===== src/rtl/pipe_ctrl_pkg.sv =====
// pipe_ctrl_pkg: shared types, constants and hazard helper for the pipeline hazard controller
package pipe_ctrl_pkg;
   typedef enum logic {RUN, MEM_WAIT} hz_state_t;
   localparam int REG_W = 5;
   localparam logic [REG_W-1:0] XZR = 5'd31;
   // Load in EX whose destination feeds an ID source; XZR is hardwired zero and never hazards
   function automatic logic load_use(input logic mem_read, input logic [REG_W-1:0] rd,
                                     input logic [REG_W-1:0] rn, input logic [REG_W-1:0] rm,
                                     input logic uses_rm);
      return mem_read && (rd != XZR) && ((rd == rn) || (uses_rm && (rd == rm)));
   endfunction
endpackage


===== src/rtl/sat_counter.sv =====
// sat_counter: W-bit event counter that sticks at all-ones, cleared by synchronous reset
module sat_counter #(
   parameter int W = 32
) (
   input  logic         clk,
   input  logic         reset,
   input  logic         inc,
   output logic [W-1:0] count
);
   logic [W-1:0] r_count;
   // Count events until saturated
   always_ff @(posedge clk) begin
      if (reset) r_count <= '0;
      else if (inc && (r_count != '1)) r_count <= r_count + 1'b1;
   end
   assign count = r_count;
endmodule


===== src/rtl/pipe_hazard_ctrl.sv =====
// pipe_hazard_ctrl: stall/flush sequencer for the 5-stage pipeline; perf counters under PIPE_PERF_CNT_EN
module pipe_hazard_ctrl
   import pipe_ctrl_pkg::*;
#(
   parameter int WAIT_MAX = 16,
   parameter int CNT_W    = 32
) (
   input  logic             clk,
   input  logic             reset,
   input  logic             MemRead_ex,
   input  logic [REG_W-1:0] Rd_ex,
   input  logic [REG_W-1:0] Rn_id,
   input  logic [REG_W-1:0] Rm_id,
   input  logic             uses_Rm_id,
   input  logic             BrTaken_id,
   input  logic             dm_req_mem,
   input  logic             dm_ready,
   output logic             pc_en,
   output logic             if_id_en,
   output logic             if_id_flush,
   output logic             id_ex_en,
   output logic             id_ex_bubble,
   output logic             ex_mem_en,
   output logic             mem_wb_bubble,
   output logic             dm_timeout,
   output logic [CNT_W-1:0] stall_cycles,
   output logic [CNT_W-1:0] flush_count
);
   localparam int WC_W = $clog2(WAIT_MAX + 1);

   hz_state_t       r_state, w_state_nxt;
   logic [WC_W-1:0] r_wait_cnt, w_wait_cnt_nxt;
   logic            r_timeout, w_timeout_nxt;
   logic            w_freeze, w_stall, w_flush;

   // State, wait counter and sticky timeout registers
   always_ff @(posedge clk) begin
      if (reset) begin
         r_state    <= RUN;
         r_wait_cnt <= '0;
         r_timeout  <= 1'b0;
      end else begin
         r_state    <= w_state_nxt;
         r_wait_cnt <= w_wait_cnt_nxt;
         r_timeout  <= w_timeout_nxt;
      end
   end

   // Next state and stall causes; freeze beats load-use, load-use beats branch flush
   always_comb begin
      w_state_nxt    = r_state;
      w_wait_cnt_nxt = r_wait_cnt;
      w_timeout_nxt  = r_timeout;
      w_freeze       = 1'b0;
      w_stall        = 1'b0;
      w_flush        = 1'b0;
      if (!reset) begin
         if (r_state == RUN) begin
            if (dm_req_mem && !dm_ready) begin
               w_freeze       = 1'b1;
               w_state_nxt    = MEM_WAIT;
               w_wait_cnt_nxt = WC_W'(1);
            end else begin
               w_stall = load_use(MemRead_ex, Rd_ex, Rn_id, Rm_id, uses_Rm_id);
               w_flush = BrTaken_id && !w_stall;
            end
         end else if (dm_ready) begin
            w_state_nxt    = RUN;
            w_wait_cnt_nxt = '0;
         end else if (r_wait_cnt == WC_W'(WAIT_MAX)) begin
            w_state_nxt    = RUN;
            w_wait_cnt_nxt = '0;
            w_timeout_nxt  = 1'b1;
         end else begin
            w_freeze       = 1'b1;
            w_wait_cnt_nxt = r_wait_cnt + 1'b1;
         end
      end
   end

   assign pc_en         = !(w_freeze || w_stall);
   assign if_id_en      = !(w_freeze || w_stall);
   assign if_id_flush   = w_flush;
   assign id_ex_en      = !w_freeze;
   assign id_ex_bubble  = w_stall;
   assign ex_mem_en     = !w_freeze;
   assign mem_wb_bubble = w_freeze;
   assign dm_timeout    = r_timeout;

`ifdef PIPE_PERF_CNT_EN
   sat_counter #(.W(CNT_W)) u_stall_cnt (
      .clk  (clk),
      .reset(reset),
      .inc  (!pc_en),
      .count(stall_cycles)
   );
   sat_counter #(.W(CNT_W)) u_flush_cnt (
      .clk  (clk),
      .reset(reset),
      .inc  (if_id_flush),
      .count(flush_count)
   );
`else
   assign stall_cycles = '0;
   assign flush_count  = '0;
`endif
endmodule


===== config.mk =====
export PLATFORM = sky130hd
export DESIGN_NAME = pipe_hazard_ctrl
export DESIGN_NICKNAME = d
export VERILOG_FILES = /design/src/rtl/pipe_ctrl_pkg.sv /design/src/rtl/sat_counter.sv /design/src/rtl/pipe_hazard_ctrl.sv
export SDC_FILE = /design/constraint.sdc
export NUM_CORES = 1
export LEC_CHECK = 0
export BUFFER_PORTS_ARGS = -buffer_cell sky130_fd_sc_hd__buf_2
export CAP_MARGIN = 10
export CORE_MARGIN = 3
export CORE_UTILIZATION = 37
export CTS_CLUSTER_DIAMETER = 200
export DETAILED_ROUTE_END_ITERATION = 10
export PLACE_DENSITY = 0.84
export SLEW_MARGIN = 10
export SYNTH_ARGS = -nofsm -noshare
export SYNTH_HDL_FRONTEND = slang
export SYNTH_SLANG_ARGS = --single-unit

===== constraint.sdc =====
create_clock -name clk -period 2 [get_ports clk]
set_input_delay 0.4 -clock clk [delete_from_list [all_inputs] [get_ports clk]]
set_output_delay 0.4 -clock clk [all_outputs]
set_load 0.005 [all_outputs]

==> impl_metrics.csv, run 1 <==
group,metric,value,unit
outcome,violations,"setup timing",
floorplanning,coreArea,2540,sq um
detailed_routing,drtAntennaViolNets,0,
finish,layout_commonest_cell,"conb_1",
global_routing,grt_usage,10.4,%
placement,globalplace.congestion,0.830,
critical_path,cp-end-kind,"output port",
finish,final_cell_mix,"conb_1, buf_2, xnor2_1, nor2_1, nand2_1",
sta,max_freq,498,MHz
finish,drive_above_1_share,28.5,%
clock_tree,insertion_delay,0.26,ns
detailed_routing,first_pass_iters,4,
power,ir_worst_vdd,0.295,mV
detailed_routing,wl,1790,microns
placement,dpl_cell_area,952,sq um
critical_path,cp_max_fo,4,
critical_path,startpoint_type,"flop",
sta,min_period,2.01,ns
logic_synthesis,ys_ff_latch,7,
critical_path,slowest_stage,"a2111oi_4",
detailed_routing,wl_met3,182,microns
clock_tree,htree_levels,1,
global_routing,grt_antenna_before_repair,0,
logic_synthesis,syn_area,1010,sq um
floorplanning,rows,18,
global_routing,grt_max_degree,8,
floorplanning,start_util,39.8,%
global_routing,grt_pass1_vias,640,
critical_path,worst_ep_required_time,1.60,ns
sta,rsz0062_at_grt,"yes",
hold_path,hp-class,"input port to flop",
finish,fill_cells,285,
placement,dpl.hpwl,1560,microns
finish,area_growth_syn_to_layout,0.371,%
sta,setup_viol,4,
floorplanning,ioPinCount,94,
outcome,status,"finished with violations",
sta,setup_ws,-0.00974,ns
hold_path,worstHoldStart,"dm_ready",
finish,design_area,1020,sq um
detailed_routing,top_layer,"met4",
power,p_per_area,397,nW/um^2
detailed_routing,wire_per_inst,9.19,microns
logic_synthesis,yosysWarnings,0,
logic_synthesis,avgSynthCellArea,7.74,sq um
clock_tree,clock_sinks,7,
floorplanning,die_w,58.3,microns
global_routing,grt_pass1_wl,2660,microns
sta,period_share,100,%
detailed_routing,drc_errors,0,
sta,final.setup_skew,0.000643,ns
critical_path,slowest_delay,0.37,ns
sta,maxSlewViolCount,0,
detailed_routing,drt-met1-wl,559,microns
job,maxCapViolCount,0,
critical_path,worst-setup-path-type,"flop to output port",
detailed_routing,via_per_inst,3.87,
critical_path,startpoint,"r_wait_cnt[0]",
sta,whs,0.392,ns
floorplanning,dieArea,3400,sq um
sta,hold_violations,0,
finish,final_nets,190,
detailed_routing,met2RoutedLength,1010,microns
critical_path,arrival,1.61,ns
clock_tree,cts_buffers,3,
finish,antennaDiodeCount,0,
critical_path,r2r_start,"r_wait_cnt[0]",
placement,portBuffers,29,
logic_synthesis,synthCells,131,
logic_synthesis,seq_area_frac_synth,13.8,%
clock_tree,cts_root_buffer,"clkbuf_4",
power,p_leak,0.000535,uW
detailed_routing,vias,755,
clock_tree,cts_tree,"built",
clock_tree,cts.clk_slew.worst_paths,0.06,ns
critical_path,cp_cell_sequence,"inv_2, ha_2, and4bb_4, a2111oi_4, a31oi_2, buf_2",
floorplanning,die_height,58.3,microns
logic_synthesis,yosys.cell_types.count,25,
clock_tree,clk_path_buf_depth,2,
global_routing,grt_overflow_total,0,
detailed_routing,drt-initial-drc-count,11,
-- kinds of logic after synthesis --
family,after synthesis,synth area share (%)
buffers and inverters,69,50.0
and+or+nand+nor,30,15.8
AOI/OAI and AO/OA,12,8.89
xor gates and xnor gates,10,8.64
DFF,7,13.8
adders and majority gates,2,2.47
other,1,0.370
-- final timing paths --
check | end | slack [ns] | cells after the start
hold / removal | r_state | 0.39 | 2
setup / recovery | pc_en | -0.01 | 6
setup reg to reg | r_wait_cnt[4] | 0.38 | 7
hold reg to reg | dm_timeout | 0.48 | 2
-- per-stage QoR --
stage	setup slack (ns)	util (%)	total power [uW]	cells	setup TNS, ns
after floorplan	0.0167	-	310	194	0
after global placement	0.114	37.4	259	189	0
after detailed placement	0.0367	37.4	262	189	0
after CTS	-0.0287	39.7	405	195	-0.0534
after global routing	-0.140	40.0	437	195	-0.552
final	-0.00974	40.0	404	195	-0.0304
-- layout make-up --
class	count	area [sq um]	share of cell area, %
repair buffers	33	175	17.2
clock buffers	4	26.3	2.58
inverters	3	11.3	1.11
flip-flops and latches	7	143	14.0
well taps	30	37.5	3.69
multi-input cells	118	624	61.4
-- synthesized netlist by cell type --
cell	count	area share, %
nand4_1	1	0.62
xnor2_1	10	8.6
nor3_1	4	2.0
o21ai_0	2	0.99
and3_1	1	0.62
a21oi_1	3	1.5
ha_1	2	2.5
nand3_1	4	2.0
or3_4	1	1.1
a211o_2	2	2.0
o21a_1	1	0.74
nor4_1	1	0.62
o22ai_1	1	0.62
a2111oi_2	1	1.5
inv_1	3	1.1
nand2b_1	2	1.2
dfxtp_1	7	14
and4bb_4	1	1.6
nor2b_1	2	1.2
a31oi_1	1	0.62
buf_4	66	49
nand2_1	6	2.2
o32a_1	1	0.99
conb_1	1	0.37
nor2_1	7	2.6
-- repair_timing --
item / CTS / global route
endpoints found under the hold margin: 0 / 0
pin swaps: 1 / 0
endpoints found under the setup margin: 5 / 5
resized for setup: 6 / 1
hold buffers: 0 / 0
buffers inserted: 2 / 0
-- sequential cells by signal, summed over array words and instances (netlist names) --
register,count
r_state,1
r_wait_cnt,5
dm_timeout,1
-- layer usage --
metal,GRT usage [%],up-vias
met5,0,-
met4,4.97,0
met3,4.61,4
met2,18.5,47
met1,10.2,339
li1,-,365
-- where the power goes --
group | internal [uW] | total [uW] | switching (uW)
combinational | 49.0 | 121 | 71.7
clock | 76.7 | 137 | 60.7
sequential | 143 | 146 | 3.47
total | 268 | 404 | 136
-- worst max-delay path: cells and delay by family, from the launching register on --
| family | cells | cell delay, ns |
|---|---|---|
| compound gates | 2 | 0.45 |
| buf+inv | 2 | 0.19 |
| simple gates | 1 | 0.21 |
| flops | 1 | 0.34 |
| fa+ha+maj | 1 | 0.16 |
Note: power is estimated with default switching activity, not from simulation.
==> run 2, diff against run 1 <==
Settings changed: CELL_PAD_IN_SITES_DETAIL_PLACEMENT set to 1, CELL_PAD_IN_SITES_GLOBAL_PLACEMENT set to 2, CORE_UTILIZATION 37 to 17, PLACE_DENSITY 0.84 to 0.82.
==> impl_metrics.csv, run 2 (same netlist as run 1, synthesis figures left out) <==
group,metric,value,unit
outcome,status,"completed",
sta,final.setup_skew,0.0000653,ns
critical_path,startpoint_type,"flop",
finish,area_growth_syn_to_layout,9.88,%
sta,min_period,2.00,ns
detailed_routing,wire_per_inst,9.47,microns
clock_tree,clk_path_buf_depth,2,
clock_tree,cts.clk_slew.worst_paths,0.04,ns
detailed_routing,first_pass_iters,3,
critical_path,arrival,1.60,ns
clock_tree,cts_tree,"built",
finish,antennaDiodeCount,0,
global_routing,grt_usage,6.10,%
power,ir_worst_vdd,0.143,mV
critical_path,cp-end-kind,"output port",
sta,setup_ws,0.00362,ns
global_routing,grt_overflow_total,0,
critical_path,worst_ep_required_time,1.60,ns
clock_tree,clock_sinks,7,
detailed_routing,drtAntennaViolNets,0,
floorplanning,start_util,18.0,%
finish,final_nets,192,
sta,hold_violations,0,
detailed_routing,vias,785,
detailed_routing,drc_errors,0,
finish,instances_no_fill,239,
finish,drive_above_1_share,29.3,%
finish,largest_reg_flops,5,
sta,max_freq,501,MHz
critical_path,worst-setup-path-type,"flop to output port",
placement,dpl.hpwl,1930,microns
sta,rsz0062_at_grt,"yes",
placement,portBuffers,29,
finish,final_cell_mix,"conb_1, buf_2, xnor2_1, nor2_1",
critical_path,cp_max_fo,4,
clock_tree,cts_hold_buf,0,
floorplanning,rows,27,
sta,period_share,99.8,%
global_routing,grt_pass1_vias,734,
floorplanning,die_w,83.2,microns
placement,globalplace.congestion,0.703,
finish,top_register,"r_wait_cnt",
sta,maxSlewViolCount,0,
clock_tree,cts_buffers,3,
detailed_routing,wl,2260,microns
global_routing,grt_antenna_before_repair,0,
clock_tree,htree_levels,1,
power,p_per_area,424,nW/um^2
power,p_leak,0.000554,uW
global_routing,grt_max_degree,8,
floorplanning,dieArea,6920,sq um
detailed_routing,drt-initial-drc-count,11,
floorplanning,die_height,83.2,microns
finish,fill_cells,726,
floorplanning,ioPinCount,94,
sta,whs,0.434,ns
detailed_routing,via_per_inst,3.28,
placement,dp.cells,231,
clock_tree,cts_root_buffer,"clkbuf_8",
floorplanning,coreArea,5640,sq um
global_routing,grt_pass1_wl,3410,microns
job,maxCapViolCount,0,
finish,layout_commonest_cell,"conb_1",
hold_path,hp-class,"input port to flop",
placement,pre_cts_ws,-0.0984,ns
sta,setup_viol,0,
clock_tree,insertion_delay,0.23,ns
==> run 2: repair_timing <==
action | 4_1_cts | 5_1_grt
setup buffers | 3 | 1
setup endpoints to repair | 5 | 5
gates resized for setup | 7 | 1
pin swaps | 1 | 0
==> run 2: power by group <==
part | total (uW) | switching (uW) | internal (uW) | leakage [uW]
combinational | 126 | 75.0 | 51.0 | 0.000474
sequential | 147 | 3.50 | 143 | 0.0000576
clock | 199 | 61.4 | 138 | 0.0000228
==> run 2: final timing paths <==
kind | depth (start not counted) | slack [ns] | endpoint | from
min reg2reg | 2 | 0.48 | dm_timeout | dm_timeout
max | 6 | 0.004 | if_id_en | r_wait_cnt[1]
max reg2reg | 8 | 0.23 | r_wait_cnt[4] | r_wait_cnt[1]
min | 2 | 0.43 | r_state | dm_ready
==> run 2: layout make-up <==
| type | instances | area (sq um) | area share [%] |
|---|---|---|---|
| multi-input combinational | 118 | 634 | 57.0 |
| sequential | 7 | 143 | 12.8 |
| timing repair buffer | 35 | 190 | 17.1 |
| inverter | 3 | 11.3 | 1.01 |
| clock buffer | 4 | 45.0 | 4.04 |
| tap | 72 | 90.1 | 8.09 |
==> run 2: per-layer routing <==
layer	GRT usage [%]	share of wire, %
met1	4.95	28
met2	13.2	61
met3	1.79	9.7
met4	2.23	1.2
met5	0	0
==> run 2: critical path, stage by stage, from the launching register on <==
cell       delay [ns]
dfxtp_2          0.33
inv_2            0.05
ha_4             0.15
and4bb_4         0.21
a2111oi_4        0.39
a31oi_2          0.08
buf_2            0.15
==> run 2: per-stage QoR <==
| stage | total power [uW] | TNS (ns) | instance area [sq um] | utilization, % |
|---|---|---|---|---|
| finish | 472 | 0 | 1110 | 19.7 |
| global route | 508 | -0.510 | 1110 | 19.7 |
| CTS | 479 | -0.0932 | 1100 | 19.5 |
| detailed placement | 265 | -0.298 | 1000 | 17.8 |
| global placement | 264 | -0.0387 | 1000 | 17.8 |
| floorplan | 310 | 0 | 1250 | - |
